`config.mk`:
```
export PLATFORM = sky130hd
export DESIGN_NAME = tx_nibble_buffer
export DESIGN_NICKNAME = d
export VERILOG_FILES = /design/src/rtl/tx_nibble_buffer.sv
export SDC_FILE = /design/constraint.sdc
export NUM_CORES = 1
export LEC_CHECK = 0
export BUFFER_PORTS_ARGS = -buffer_cell sky130_fd_sc_hd__buf_2
export CAP_MARGIN = 20
export CELL_PAD_IN_SITES_DETAIL_PLACEMENT = 0
export CELL_PAD_IN_SITES_GLOBAL_PLACEMENT = 1
export CORE_ASPECT_RATIO = 0.75
export CORE_MARGIN = 1
export CORE_UTILIZATION = 30
export CTS_CLUSTER_SIZE = 8
export DETAILED_ROUTE_END_ITERATION = 10
export PLACE_DENSITY = 0.64
export SLEW_MARGIN = 40
export SYNTH_ARGS = -nofsm -noshare
export SYNTH_HDL_FRONTEND = slang
export SYNTH_SLANG_ARGS = --single-unit
export TNS_END_PERCENT = 10
```
`constraint.sdc`:
```
create_clock -name clk -period 2.15 [get_ports clk]
set_input_delay 0.215 -clock clk [delete_from_list [all_inputs] [get_ports clk]]
set_output_delay 0.215 -clock clk [all_outputs]
set_load 0.03 [all_outputs]
```
`src/rtl/tx_nibble_buffer.sv`:
```
// tx_nibble_buffer: transmit-side source stage for the 4-bit receiver.
//
// A local producer pushes words into a small circular FIFO. A single output
// register then presents them to the receiver over a valid/ready handshake.
// The word is held stable under back-pressure, and words stream back-to-back
// at one per cycle while the receiver is ready. Completed transfers are
// counted, and a sticky flag records any write dropped because the FIFO was
// full.
//
// Ports:
//   clk         in   single clock, rising edge
//   rst         in   synchronous active-high reset
//   wr_en_i     in   producer write strobe
//   wr_data_i   in   producer data
//   full_o      out  FIFO holds DEPTH words (from registered count)
//   ready_i     in   receiver ready
//   valid_o     out  data_o holds a word to transfer (registered)
//   data_o      out  registered output word
//   empty_o     out  FIFO empty and no word held in data_o
//   sent_cnt_o  out  completed transfers, modulo 2^CNT_W
//   overflow_o  out  sticky, set when a write is dropped
module tx_nibble_buffer #(
    parameter int unsigned DATA_W = 4,
    parameter int unsigned DEPTH  = 4,
    parameter int unsigned CNT_W  = 8
) (
    input  logic              clk,
    input  logic              rst,
    input  logic              wr_en_i,
    input  logic [DATA_W-1:0] wr_data_i,
    output logic              full_o,
    input  logic              ready_i,
    output logic              valid_o,
    output logic [DATA_W-1:0] data_o,
    output logic              empty_o,
    output logic [CNT_W-1:0]  sent_cnt_o,
    output logic              overflow_o
);

    localparam int unsigned PtrW = $clog2(DEPTH);
    localparam int unsigned CntW = PtrW + 1;

    typedef enum logic [0:0] {
        StIdle,
        StHold
    } state_e;

    state_e            state_q, state_d;
    logic [DATA_W-1:0] data_q, data_d;
    logic [PtrW-1:0]   rd_ptr_q, rd_ptr_d;
    logic [PtrW-1:0]   wr_ptr_q, wr_ptr_d;
    logic [CntW-1:0]   count_q, count_d;
    logic [CNT_W-1:0]  sent_cnt_q, sent_cnt_d;
    logic              overflow_q, overflow_d;
    logic [DATA_W-1:0] mem_q [DEPTH];

    logic fifo_empty;
    logic fifo_full;
    logic push;
    logic pop;
    logic xfer;

    // Status is decoded from registered count only, so a pop on the same edge
    // never makes room for a write.
    assign fifo_empty = (count_q == '0);
    assign fifo_full  = (count_q == CntW'(DEPTH));
    assign push       = wr_en_i && !fifo_full;
    assign xfer       = (state_q == StHold) && ready_i;

    // Output register FSM: loads the FIFO head whenever the slot is free or
    // is being vacated by a transfer in this cycle.
    always_comb begin
        state_d = state_q;
        data_d  = data_q;
        pop     = 1'b0;
        unique case (state_q)
            StIdle: begin
                if (!fifo_empty) begin
                    pop     = 1'b1;
                    data_d  = mem_q[rd_ptr_q];
                    state_d = StHold;
                end
            end
            StHold: begin
                if (ready_i) begin
                    if (!fifo_empty) begin
                        pop    = 1'b1;
                        data_d = mem_q[rd_ptr_q];
                    end else begin
                        // data_q keeps the last word; valid_o drops.
                        state_d = StIdle;
                    end
                end
            end
            default: state_d = StIdle;
        endcase
    end

    always_comb begin
        wr_ptr_d   = push ? wr_ptr_q + PtrW'(1) : wr_ptr_q;
        rd_ptr_d   = pop ? rd_ptr_q + PtrW'(1) : rd_ptr_q;
        count_d    = count_q;
        unique case ({push, pop})
            2'b10:   count_d = count_q + CntW'(1);
            2'b01:   count_d = count_q - CntW'(1);
            default: count_d = count_q;
        endcase
        sent_cnt_d = xfer ? sent_cnt_q + CNT_W'(1) : sent_cnt_q;
        overflow_d = overflow_q || (wr_en_i && fifo_full);
    end

    always_ff @(posedge clk) begin
        if (rst) begin
            state_q    <= StIdle;
            data_q     <= '0;
            rd_ptr_q   <= '0;
            wr_ptr_q   <= '0;
            count_q    <= '0;
            sent_cnt_q <= '0;
            overflow_q <= 1'b0;
        end else begin
            state_q    <= state_d;
            data_q     <= data_d;
            rd_ptr_q   <= rd_ptr_d;
            wr_ptr_q   <= wr_ptr_d;
            count_q    <= count_d;
            sent_cnt_q <= sent_cnt_d;
            overflow_q <= overflow_d;
        end
    end

    // Storage needs no reset: only entries behind a valid count are ever read.
    always_ff @(posedge clk) begin
        if (!rst && push) begin
            mem_q[wr_ptr_q] <= wr_data_i;
        end
    end

    assign full_o     = fifo_full;
    assign valid_o    = (state_q == StHold);
    assign data_o     = data_q;
    assign empty_o    = fifo_empty && (state_q == StIdle);
    assign sent_cnt_o = sent_cnt_q;
    assign overflow_o = overflow_q;

endmodule

```
Yosys cells after proc, flatten, opt, wreduce, memory -nomap -nowiden
Memories as Yosys holds them, arrays and structs flattened. A register that Yosys moved wholly into a read port is not among the register bits.
Index checks and enable logic that the tools add are counted.

word-level totals
  register bits = 21
  memory bits (writable) = 16
  input port bits = 8
  output and inout port bits = 16
  memories = 1

operators by class
  add/sub/neg operators = 5
  equal/unequal tests = 4
  muxes and demuxes = 13
  bitwise logic cells = 1
  reductions and logical operators = 10

memory list
  memory  depth  width  rd ports  clocked after memory_dff  wr ports  line  RTL
  mem_q   4      4      1         1                         1         55    logic [DATA_W-1:0] mem_q [DEPTH];

operator list
  operator                                          number
  adder 8 x 1 -> 8 bit, second input constant       1
  two-way mux 4 bit                                 2
  case mux 4 bit (2 select lines)                   1
  case mux 3 bit (2 select lines)                   1
  logical AND 1 bit                                 5
  two-way mux 1 bit                                 5
  adder 2 x 1 -> 2 bit, second input constant       2
  two-way mux 2 bit                                 2
  case mux 1 bit (2 select lines)                   2
  adder 3 x 1 -> 3 bit, second input constant       1
  == test 3 bit, second input constant              1
  logical NOT 3 bit                                 1
  subtractor 3 x 1 -> 3 bit, second input constant  1
  == test 2 x 1 -> 1 bit, second input constant     1
  == test 2 bit, second input constant              1
  logical NOT 1 bit                                 2
  != test 2 bit, second input constant              1
  nonzero test 2 bit                                1
  logical OR 1 bit                                  1
  inverter 1 bit                                    1

Depth between registers and ports, before layout
  depth in word-level cells = 6
  depth in mapped cells = 8
  gate-level depth less buffers = 8

Worst setup path after synthesis
Ideal clock, no wire load.

  path kind = register to register
  start = register count_q[0]
  end = register count_q[2]
  library setup time = 70 ps
  data arrival time = 2283 ps
  required time = 2080 ps
  slack = -203 ps
  cell stages (with the launch flop) = 9
  period minus slack after synthesis = 2353 ps
  path through = dfxtp_1 -> nor3b_2 -> nand2b_1 -> ha_1 -> inv_1 -> fa_1 -> xor2_1 -> or3_1 -> a21oi_1

on the way
  elaborated cells between the ends (all ways) = 13
  those cells by class = 2 x add/sub; 3 x eq/ne; 4 x mux; 4 x reduce/logical

RTL lines
  element                                                                       line  RTL
  from (decl)                                                                   52    logic [CntW-1:0] count_q, count_d;
  from (signal assigned)                                                        126   count_q <= count_d;
  == test 3 bit *                                                               66    assign fifo_full = (count_q == CntW'(DEPTH));
  net full_o                                                                    31    output logic full_o,
  logical NOT 1 bit *                                                           67    assign push = wr_en_i && !fifo_full;
  logical AND 1 bit *                                                           67
  == test 2 x 1 -> 1 bit / == test 2 bit (equally long branches)                103   unique case ({push, pop})
  case mux 3 bit (2 select lines) / nonzero test 2 bit (equally long branches)  -

Mark *: on every way through the listed nets, which the timed path passes. The rest lies on a longest branch.
A chain may end at the register's enable or synchronous reset.

Worst setup path in the final report
  start = register count_q[1]
  end = register count_q[2]

on the way
  longest elaborated chain between the ends = 6
  elaborated cells between the ends (all ways) = 13
  those cells by class = 2 x add/sub; 3 x eq/ne; 4 x mux; 4 x reduce/logical

ends and longest elaborated chain
  element                                                                       line    RTL
  logical NOT 3 bit                                                             65      assign fifo_empty = (count_q == '0);
  two-way mux 1 bit                                                             78, 86
  two-way mux 1 bit                                                             85      if (ready_i) begin
  case mux 1 bit (2 select lines)                                               76      unique case (state_q)
  == test 2 x 1 -> 1 bit / == test 2 bit (equally long branches)                103
  case mux 3 bit (2 select lines) / nonzero test 2 bit (equally long branches)  -

Parallel ways exist; a longest one is shown, timed or not.

==> results.yml <==
synth:
  synthArstFlopShare_pct: 0
  synth_edf_count: 16
  synth_area_per_cell_um2: 11.56
  synth_nets: 155
  synth_top_area_share_pct: 29.68
  synth_most_common_cell: "dfxtp_1"
  syn_area_um2: 1619
  synth-seq-cells: 39
  ys.flop_type: "dfxtp_1"
  synthDominantAreaCellType: "edfxtp_1"
  synth_cell_types: 27
  synthTopCellsByCount: "dfxtp_1 (23), a21oi_1 (18), edfxtp_1 (16)"
  synth-seq-area-share_pct: 58.11
  yosysWarnings: 0
  ys_top_cells_by_area: "edfxtp_1 (30%), dfxtp_1 (28%), a21oi_1 (5.6%)"
  syn_inst: 140
die:
  start_util_pct: 32.14
  die_x_um: 86.83
  design.portCount: 24
  core_um2: 5037
  fp.dieH_um: 65.62
  row_count: 22
  die_area_um2: 5698
global_route:
  antenna_found_initial: 0
  gr-usage-all-layers_pct: 12.65
  grt_pass1_vias: 1092
  gr-total-overflow: 0
  grt_pass1_wl_um: 5237
  grt_max_degree: 25
clocking:
  ctsHtreeMaxLevel: 2
  cts_tree: "built"
  clkSinkCount: 39
  root_buffer: "clkbuf_8"
  cts_inserted_buffers: 5
  hold_buffers: 0
  clk_pin_slew_ns: 0.08
  clkLatencyLatePin_ns: 0.30
  clock_path_buffers: 2
layout:
  seqCellArea_um2: 947.2
  num-fill-cells: 499
  n_antenna_cell: 0
  final_layout_size_suffix_gt1_share_pct: 27.33
  area_delta_synth_final_pct: 22.49
  finalInstanceArea_um2: 1983
  multi_input_area_um2: 654.4
  fin_nets: 186
pwr:
  p_leak_nw: 0.7369
  vdd_drop_max_mv: 0.5240
  power_density_nw_per_um2: 1261
timing:
  skew_ns: 0.007548
  tightestPinTransition_ns: 0.4611
  slew_viol_final: 0
  fmax_ghz: 0.4942
  fin_crit_sh_pct: 94.12
  setup_violations: 0
  rsz0062_at_grt: "false"
  fin_setup_tns_ns: 0
  timing_hold_violations_final: 0
  period_needed_ns: 2.024
  relSlewSlack_pct: 69.26
placed_design:
  hpwl_um: 2431
  gp_congestion: 0.7271
  place_area_um2: 1861
  port-buffer-count: 23
drt:
  antenna_left: 0
  wl_um: 3282
  vias_per_cell: 4.721
  num_vias: 1152
  drt_pass1_iterations: 4
  remaining_drc_errors: 0
  avgRoutedWirePerCell_um: 13.45
  first_iter_violations: 54
setup_path:
  path_class: "register to register"
  path_max_fanout: 5
  crit_path_end_kind: "register"
  cp.arrival_ns: 2.24
  cp-start-kind: "register"
  cp.required_ns: 2.37
run:
  cap_violations: 0
status:
  outcome: "finished clean"
min_path:
  hp-class: "input pin to register"
-- path summary, 6_finish.rpt --
check / slack [ns] / depth (start not counted) / to / startpoint
max: 0.13 / 8 / count_q[2]$_SDFFE_PP0P_ / count_q[1]$_SDFFE_PP0P_
min: 0.14 / 1 / mem_q[3][1]$_DFFE_PP_ / wr_data_i[1]
max reg2reg: 0.13 / 8 / count_q[2]$_SDFFE_PP0P_ / count_q[1]$_SDFFE_PP0P_
min reg2reg: 0.48 / 2 / overflow_o$_SDFF_PP0_ / overflow_o$_SDFF_PP0_
-- layout by cell type, fill, tap and decap left out, drive strengths merged, types with 2 or more instances in the layout --
cell type  instances
xor2               3
and2               4
nand3              7
buf               27
clkbuf             5
nor3               2
edfxtp            16
nor2               9
nand2              3
o21ai             12
inv                9
nand2b             2
nand4              2
a21oi             18
or3                8
clkinv             2
mux4               4
dfxtp             23
ha                 6
-- worst max-delay path, cell delays in order (launching register included) --
cell and delay (ns):
dfxtp_2 0.36, nor3b_4 0.28, nand2b_4 0.19, ha_4 0.13, inv_1 0.05, fa_2 0.34, xor2_1 0.16, or3_1 0.30
a21oi_1 0.13
-- where the power goes --
| group | internal, mW | switching [mW] |
|---|---|---|
| Combinational | 0.370 | 0.509 |
| Clock | 0.345 | 0.267 |
| Sequential | 0.901 | 0.108 |
-- metal layers --
metal | share of wire [%] | vias up | track usage (%)
li1 | - | 567 | -
met1 | 47 | 557 | 15.87
met2 | 47 | 20 | 19.09
met3 | 4.4 | 8 | 5.151
met4 | 1.4 | 0 | 5.625
met5 | 0 | - | 0
-- metrics by stage --
stage | worst slack (ns) | util, % | total power [mW] | hold slack [ns] | cells
CTS | 0.04555 | 39.17 | 2.514 | 0.1326 | 243
global route | 0.006965 | 39.37 | 2.660 | 0.1304 | 244
global placement | 0.1839 | 36.93 | 1.849 | 0.4261 | 235
floorplan | 0.01233 | - | 1.654 | 0.2841 | 140
finish | 0.1264 | 39.37 | 2.500 | 0.1371 | 244
detailed placement | 0.08189 | 36.93 | 1.901 | 0.4434 | 235
-- registers in the layout, indices dropped and copies added, names as in the netlist, named ones only --
signal      count
mem_q          16
sent_cnt_o      8
data_o          4
count_q         3
rd_ptr_q        2
wr_ptr_q        2
overflow_o      1
valid_o         1
-- cells by family after synthesis --
| family | share of synthesized area, % |
|---|---|
| fa+ha+maj | 5.873 |
| compound gates | 11.21 |
| mux | 5.564 |
| flops | 58.11 |
| simple gates | 13.83 |
| xor+xnor | 2.164 |
| buf+inv | 3.246 |
-- timing repair --
| item | CTS | global route |
|---|---|---|
| buffers inserted | 0 | 1 |
| resized for setup | 0 | 1 |
| setup endpoints to repair | 0 | 1 |
-- area by class of cell --
type,instances,area share (%)
clock buffers,5,3.470
clock inverters,3,2.208
inverters,9,1.703
multi-input cells,89,33.00
flip-flops and latches,39,47.76
well taps,72,4.543
repair buffers,27,7.319
Note: power is estimated with default switching activity, not from simulation.
